### src/rtl/pipelined_sdiv.sv
// Pipelined restoring divider for signed or unsigned operands, STEPS quotient bits per stage.
// Input stage takes magnitudes; the last division stage restores signs and registers the outputs.
module pipelined_sdiv #(
    parameter int DIVIDENDLEN = 16,
    parameter int DIVISORLEN  = 8,
    parameter int STEPS       = 1,
    parameter int TAGW        = 4
) (
    input  logic                   clock,
    input  logic                   reset_n,
    input  logic                   in_valid,
    output logic                   in_ready,
    input  logic                   in_signed,
    input  logic [DIVIDENDLEN-1:0] dividend,
    input  logic [DIVISORLEN-1:0]  divisor,
    input  logic [TAGW-1:0]        in_tag,
    output logic                   out_valid,
    input  logic                   out_ready,
    output logic [DIVIDENDLEN-1:0] quotient,
    output logic [DIVISORLEN-1:0]  remainder,
    output logic                   div_zero,
    output logic                   overflow,
    output logic [TAGW-1:0]        out_tag
);
    localparam int DL  = DIVIDENDLEN;
    localparam int VL  = DIVISORLEN;
    localparam int W   = DL + VL - 1;
    localparam int NST = DL / STEPS;

    if ((DL % STEPS) != 0 || VL > DL || VL < 2 || DL < 2) begin : g_bad_param
        $error("pipelined_sdiv: illegal parameter combination");
    end

    typedef struct packed {
        logic            vld;
        logic            dz;
        logic            ovf;
        logic            qneg;
        logic            rneg;
        logic [W-1:0]    rem;
        logic [DL-1:0]   quo;
        logic [VL-1:0]   dvs;
        logic [TAGW-1:0] tag;
    } stage_t;

    stage_t st_q [NST];
    stage_t st_d [NST];

    logic            out_valid_q, out_valid_d;
    logic [DL-1:0]   quotient_q, quotient_d;
    logic [VL-1:0]   remainder_q, remainder_d;
    logic            div_zero_q, div_zero_d;
    logic            overflow_q, overflow_d;
    logic [TAGW-1:0] out_tag_q, out_tag_d;

    logic            advance;
    logic            a_neg, b_neg;
    logic [DL-1:0]   a_mag;
    logic [VL-1:0]   b_mag;
    logic [VL-1:0]   r_mag;
    logic [W-1:0]    trial;
    stage_t          s;

    assign advance  = !out_valid_q || out_ready;
    assign in_ready = advance;

    always_comb begin
        s     = '0;
        trial = '0;
        a_neg = in_signed & dividend[DL-1];
        b_neg = in_signed & divisor[VL-1];
        a_mag = a_neg ? -dividend : dividend;
        b_mag = b_neg ? -divisor : divisor;

        st_d[0]      = '0;
        st_d[0].vld  = in_valid;
        st_d[0].dz   = (divisor == '0);
        st_d[0].ovf  = in_signed && (dividend == {1'b1, {(DL-1){1'b0}}}) && (divisor == '1);
        st_d[0].qneg = a_neg ^ b_neg;
        st_d[0].rneg = a_neg;
        st_d[0].rem  = W'(a_mag);
        st_d[0].dvs  = b_mag;
        st_d[0].tag  = in_tag;

        // Quotient bits come out MSB first, so they are shifted in from the bottom.
        for (int k = 1; k <= NST; k++) begin
            s = st_q[k-1];
            for (int j = 0; j < STEPS; j++) begin
                trial = W'(s.dvs) << (DL - 1 - (k - 1) * STEPS - j);
                if (s.rem >= trial) begin
                    s.rem = s.rem - trial;
                    s.quo = {s.quo[DL-2:0], 1'b1};
                end else begin
                    s.quo = {s.quo[DL-2:0], 1'b0};
                end
            end
            if (k < NST) st_d[k % NST] = s;
        end

        r_mag       = s.rem[VL-1:0];
        out_valid_d = s.vld;
        div_zero_d  = s.dz;
        overflow_d  = s.ovf;
        out_tag_d   = s.tag;
        if (s.dz) begin
            quotient_d  = '1;
            remainder_d = '0;
        end else begin
            quotient_d  = s.qneg ? -s.quo : s.quo;
            remainder_d = s.rneg ? -r_mag : r_mag;
        end
    end

    always_ff @(posedge clock or negedge reset_n) begin
        if (!reset_n) begin
            for (int k = 0; k < NST; k++) st_q[k] <= '0;
            out_valid_q <= 1'b0;
            quotient_q  <= '0;
            remainder_q <= '0;
            div_zero_q  <= 1'b0;
            overflow_q  <= 1'b0;
            out_tag_q   <= '0;
        end else if (advance) begin
            for (int k = 0; k < NST; k++) st_q[k] <= st_d[k];
            out_valid_q <= out_valid_d;
            quotient_q  <= quotient_d;
            remainder_q <= remainder_d;
            div_zero_q  <= div_zero_d;
            overflow_q  <= overflow_d;
            out_tag_q   <= out_tag_d;
        end
    end

    assign out_valid = out_valid_q;
    assign quotient  = quotient_q;
    assign remainder = remainder_q;
    assign div_zero  = div_zero_q;
    assign overflow  = overflow_q;
    assign out_tag   = out_tag_q;

endmodule

### config.mk
export PLATFORM = sky130hd
export DESIGN_NAME = pipelined_sdiv
export DESIGN_NICKNAME = d
export VERILOG_FILES = /design/src/rtl/pipelined_sdiv.sv
export SDC_FILE = /design/constraint.sdc
export NUM_CORES = 2
export LEC_CHECK = 0
export BUFFER_PORTS_ARGS = -buffer_cell sky130_fd_sc_hd__buf_2
export CAP_MARGIN = 20
export CORE_ASPECT_RATIO = 0.5
export CORE_UTILIZATION = 45
export DETAILED_ROUTE_END_ITERATION = 10
export REMOVE_ABC_BUFFERS = 1
export SETUP_SLACK_MARGIN = 0.2
export SYNTH_ARGS = -nofsm -noshare
export SYNTH_HDL_FRONTEND = slang
export SYNTH_SLANG_ARGS = --single-unit
### constraint.sdc
create_clock -name clock -period 3.92 [get_ports clock]
set_input_delay 0.784 -clock clock [delete_from_list [all_inputs] [get_ports clock]]
set_output_delay 0.784 -clock clock [all_outputs]
set_load 0.02 [all_outputs]
======== After elaboration in Yosys (flattened, before gate mapping) ========
Cells that the tools add are included.
Widths: inputs -> output; s select.
word-level totals
  flip-flop bits (word level) ............. 784
  bits in latches ......................... 0
  RAM bits ................................ 0
  ROM bits ................................ 0
  input bits .............................. 33
  output and inout port bits .............. 32
  logic and storage cells ................. 233
  memories kept ........................... 0
operators by class
  $add $sub $neg .......................... 20
  multiply operators ...................... 0
  div/mod/pow operators ................... 0
  order comparisons ....................... 16
  eq/ne operators ......................... 2
  shifts and indexed selects .............. 0
  mux-type cells .......................... 38
  bitwise logic cells ..................... 3
  reductions and logical operators ........ 5
operators with widths
  kind              number
  $mux 23           15
  $mux 16           3
  $mux 8            4
  $neg 16->16       2
  $ge 16x23->1      1
  $ge 23x10->1      1
  $ge 23x11->1      1
  $ge 23x12->1      1
  $ge 23x13->1      1
  $ge 23x14->1      1
  $ge 23x15->1      1
  $ge 23x16->1      1
  $ge 23x17->1      1
  $ge 23x18->1      1
  $ge 23x19->1      1
  $ge 23x20->1      1
  $ge 23x21->1      1
  $ge 23x22->1      1
  $ge 23x8->1       1
  $ge 23x9->1       1
  $sub 16x23->23    1
  $sub 23x10->23    1
  $sub 23x11->23    1
  $sub 23x12->23    1
  22 further kinds  40

======== Depth between registers and ports, before layout ========
  depth in word-level cells ............... 5
  gate-level depth with buffers ........... 14
  mapped depth without buffers ............ 13

======== Worst setup path after synthesis ========
Ideal clock, no wire load.
  kind .................................... register to register
  start point ............................. register st_q[30] (netlist name)
  end point ............................... register quotient_q[12], in the netlist quotient[12]
  library setup time ...................... 137 ps
  data arrival time ....................... 2,841 ps
  data required time ...................... 3,783 ps
  setup slack ............................. 942 ps
  cell stages (with the launch flop) ...... 13
  buffers on the path ..................... 0
  clock period less this slack ............ 2,978 ps
  cell sequence ........................... dfrtp_1 ha_1 a21oi_1 a21oi_1 o31ai_1 nand2_1 inv_1 ha_1 nand2_1 or3_1 o21ai_0 xor2_1 a21oi_1
between the ends
  cells in the longest elaborated chain, start to end .. 5
RTL lines
  item                    line  RTL
  $ge 23x8->1             90    if (s.rem >= trial) begin
  $mux 1                  90
  $neg 16->16             109   quotient_d = s.qneg ? -s.quo : s.quo;
  $mux 16                 109
  $mux 16                 105   if (s.dz) begin
  end signal: assignment  126   quotient_q <= quotient_d;
  end: declaration        50    logic [DL-1:0] quotient_q, quotient_d;
No other way between the ends.
A chain may end at the register's enable or synchronous reset.

======== Worst setup path after layout ========
  start point ............................. register st_q[30] (netlist name)
  end point ............................... register quotient_q[14], in the netlist quotient[14]
between the ends
  cells in the longest elaborated chain, start to end .. 5
RTL lines
  item         line
  $ge 23x8->1  90
  $mux 1       90
  $neg 16->16  109
  $mux 16      109
  $mux 16      105
No other way between the ends.

==> impl_metrics.env <==
export IMPL_start_util=0.456
export IMPL_cpPeakStageDelay_ns=0.43
export IMPL_setup_viol=0
export IMPL_async_flop_share=1.00
export IMPL_synth_seq_area_share=0.512
export IMPL_fin_setup_tns_ns=0
export IMPL_period_needed_ns=3.34
export IMPL_gp_congestion=0.891
export IMPL_layout_commonest_cell="nand2_1"
export IMPL_hold_viol=0
export IMPL_vias=28600
export IMPL_synth_xor_area_share=0.0370
export IMPL_insertion_delay_ns=0.66
export IMPL_status="finished clean"
export IMPL_yosys_area_share_simple=0.236
export IMPL_hpwl_mm=56.5
export IMPL_rsz0062_at_grt="no"
export IMPL_synth_edf_count=0
export IMPL_ys_types=75
export IMPL_worst_clock_skew_ns=0.0217
export IMPL_synth_avg_cell_area_um2=8.67
export IMPL_post_cts_buffers=0
export IMPL_drt_total_wl_mm=82.7
export IMPL_crit_family="compound AO/OA/AOI/OAI gates"
export IMPL_synth_compound_area_frac=0.116
export IMPL_cts_sinks=784
export IMPL_fin_cells=5579
export IMPL_track_usage=0.197
export IMPL_crit_type="flop to flop"
export IMPL_crit_arrival_ns=3.87
export IMPL_cp_cell_sequence="ha_1, a21oi_1, a21oi_1, o31ai_1, nand2_1, inv_1, ha_1, nand2_1, or3_1, o21ai_0, xor2_1, a21oi_1"
export IMPL_syn_area_um2=38300
export IMPL_vdd_drop_max_v=0.000545
export IMPL_cts_resized=0
export IMPL_cts_hold_buf=0
export IMPL_grt_antenna_before_repair=1
export IMPL_drtAntennaViolNets=0
export IMPL_muxShareOfSynthArea=0.0133
export IMPL_crit_buf_inv=1
export IMPL_drt_vias_per_instance=5.13
export IMPL_drcViolationCount=0
export IMPL_fp_coreArea_um2=84100
export IMPL_dr_pass1_iters=7
export IMPL_clk_path_buf_depth=3
export IMPL_crit_top_cell="a21oi_1"
export IMPL_portBuffers=64
export IMPL_wl_per_cell_um=14.8
export IMPL_crit_required_ns=4.46
export IMPL_grt_pass1_wl_mm=143
export IMPL_final_cell_mix="nand2_1 (1460), dfrtp_1 (784), o21ai_0 (335), nor2_1 (296), a21oi_1 (209)"
export IMPL_syn_inst=4417
export IMPL_synthFlopType="dfrtp_1"
export IMPL_path_max_fanout=6
export IMPL_synth_warnings=0
export IMPL_dpl_instance_area_um2=39900
export IMPL_die_h_um=208
export IMPL_drive_gt1_frac=0.0596
export IMPL_worst_slew_margin_rel=0.332
export IMPL_chipWidth_um=415
export IMPL_root_buffer="clkbuf_16"
export IMPL_hold_class="input pin to asynchronous set/reset pin"
export IMPL_power_leakage_nw=19.9
export IMPL_grt_max_degree=222
export IMPL_overflow=0
export IMPL_r2r_setup_slack_ns=0.58
export IMPL_power_density_nw_per_um2=916
export IMPL_die_area_um2=86400
export IMPL_grt_pass1_vias=28400
export IMPL_worst_slew_pin_slew_ns=1.00
export IMPL_area_growth_pct=11.0
export IMPL_placedCellCount=5447
export IMPL_synth_top_family_by_area="simple AND/OR/NAND/NOR gates"
export IMPL_rows=75
export IMPL_clk_pin_slew_worst_paths_ns=0.07
export IMPL_endpoint_kind="flop"
export IMPL_synth_seq_cells=784
export IMPL_cap_violations=0
export IMPL_final_cell_area_um2=42500
export IMPL_min_period_over_period=0.851
export IMPL_crit_slowest_cell="dfrtp_1"
export IMPL_h_tree_depth=3
export IMPL_cts_tree="yes"
export IMPL_cts_buffers=75
export IMPL_clock_fmax_ghz=0.300
export IMPL_report_final_slew_viol_count=0
export IMPL_io_pins=65
export IMPL_synth_adder_area_share=0.0493
export IMPL_nets=4583
export IMPL_drt_iter0_drc=1988
export IMPL_setup_worst_path_start_class="flop"
-- sequential cells by signal (all words and copies together), names as in the netlist, 4 cells and up --
signal     count
st_q         481
remainder      8
st_d         255
out_tag        4
quotient      16
s             10
out_tag_d      4
-- per-stage QoR --
stage / hold slack (ns) / total power, mW / util / setup WS, ns
final: 0.215 / 39.0 / 0.506 / 0.582
after detailed placement: 0.447 / 31.4 / 0.475 / 0.632
after CTS: 0.229 / 39.4 / 0.506 / 0.605
after floorplan: 0.430 / 23.8 / - / -69.58
after global placement: 0.440 / 30.9 / 0.475 / 0.650
after global routing: 0.258 / 42.5 / 0.506 / 0.255
-- kinds of logic after synthesis --
group	Yosys count
xor+xnor	162
buf+inv	375
fa+ha+maj	142
flops	784
simple gates	2139
compound gates	765
mux	50
-- path summary, 6_finish.rpt --
kind,cells after the start,start,to
setup reg to reg,12,st_q[30]$_DFFE_PN0P_,quotient[14]$_DFFE_PN0P_
setup / recovery,12,st_q[30]$_DFFE_PN0P_,quotient[14]$_DFFE_PN0P_
min in group clock,3,in_tag[0],st_d[784]$_DFFE_PN0P_
hold / removal,1,reset_n,st_q[218]$_DFFE_PN0P_
max in group asynchronous,2,reset_n,st_q[608]$_DFFE_PN0P_
hold reg to reg,2,out_valid_d$_DFFE_PN0P_,out_valid_d$_DFFE_PN0P_
-- cells in the mapped netlist, types with 31 or more instances --
cell type  count  area share
nand2_1     1460        0.14
dfrtp_1      784        0.51
o21ai_0      335       0.044
nor2_1       296       0.029
a21oi_1      209       0.027
clkbuf_1     188       0.018
inv_1        176       0.017
ha_1         127       0.041
xnor2_1      102       0.023
nor3_1        71      0.0093
xor2_1        60       0.014
nor4_1        50      0.0082
nor2b_1       45      0.0073
or3_1         44      0.0072
mux2i_1       43       0.011
a31oi_1       33      0.0054
o31ai_1       32      0.0063
o21a_1        31      0.0061
-- metal layers --
metal / vias to the layer above / routed length (µm) / GRT usage
li1: 14700 / - / -
met1: 13500 / 39800 / 0.269
met2: 342 / 38800 / 0.325
met3: 141 / 2250 / 0.0306
met4: 0 / 1870 / 0.0562
met5: - / 0 / 0
-- power breakdown --
| part | leakage [nW] | switching [mW] | internal [mW] |
|---|---|---|---|
| logic | 9.00 | 9.69 | 7.14 |
| clock network | 1.28 | 3.20 | 4.52 |
| registers | 9.63 | 2.79 | 11.6 |
| total | 19.9 | 15.7 | 23.3 |
-- cell type report --
class / instances / area [µm²]
Multi-Input combinational cell: 3258 / 17300
Inverter: 177 / 672
Timing Repair Buffer: 112 / 941
Sequential cell: 784 / 19600
Tap cell: 1116 / 1400
Fill cell: 8007 / 41600
Antenna cell: 1 / 2.50
Clock buffer: 108 / 2240
Clock inverter: 23 / 354
(Power assumes the default switching activity.)
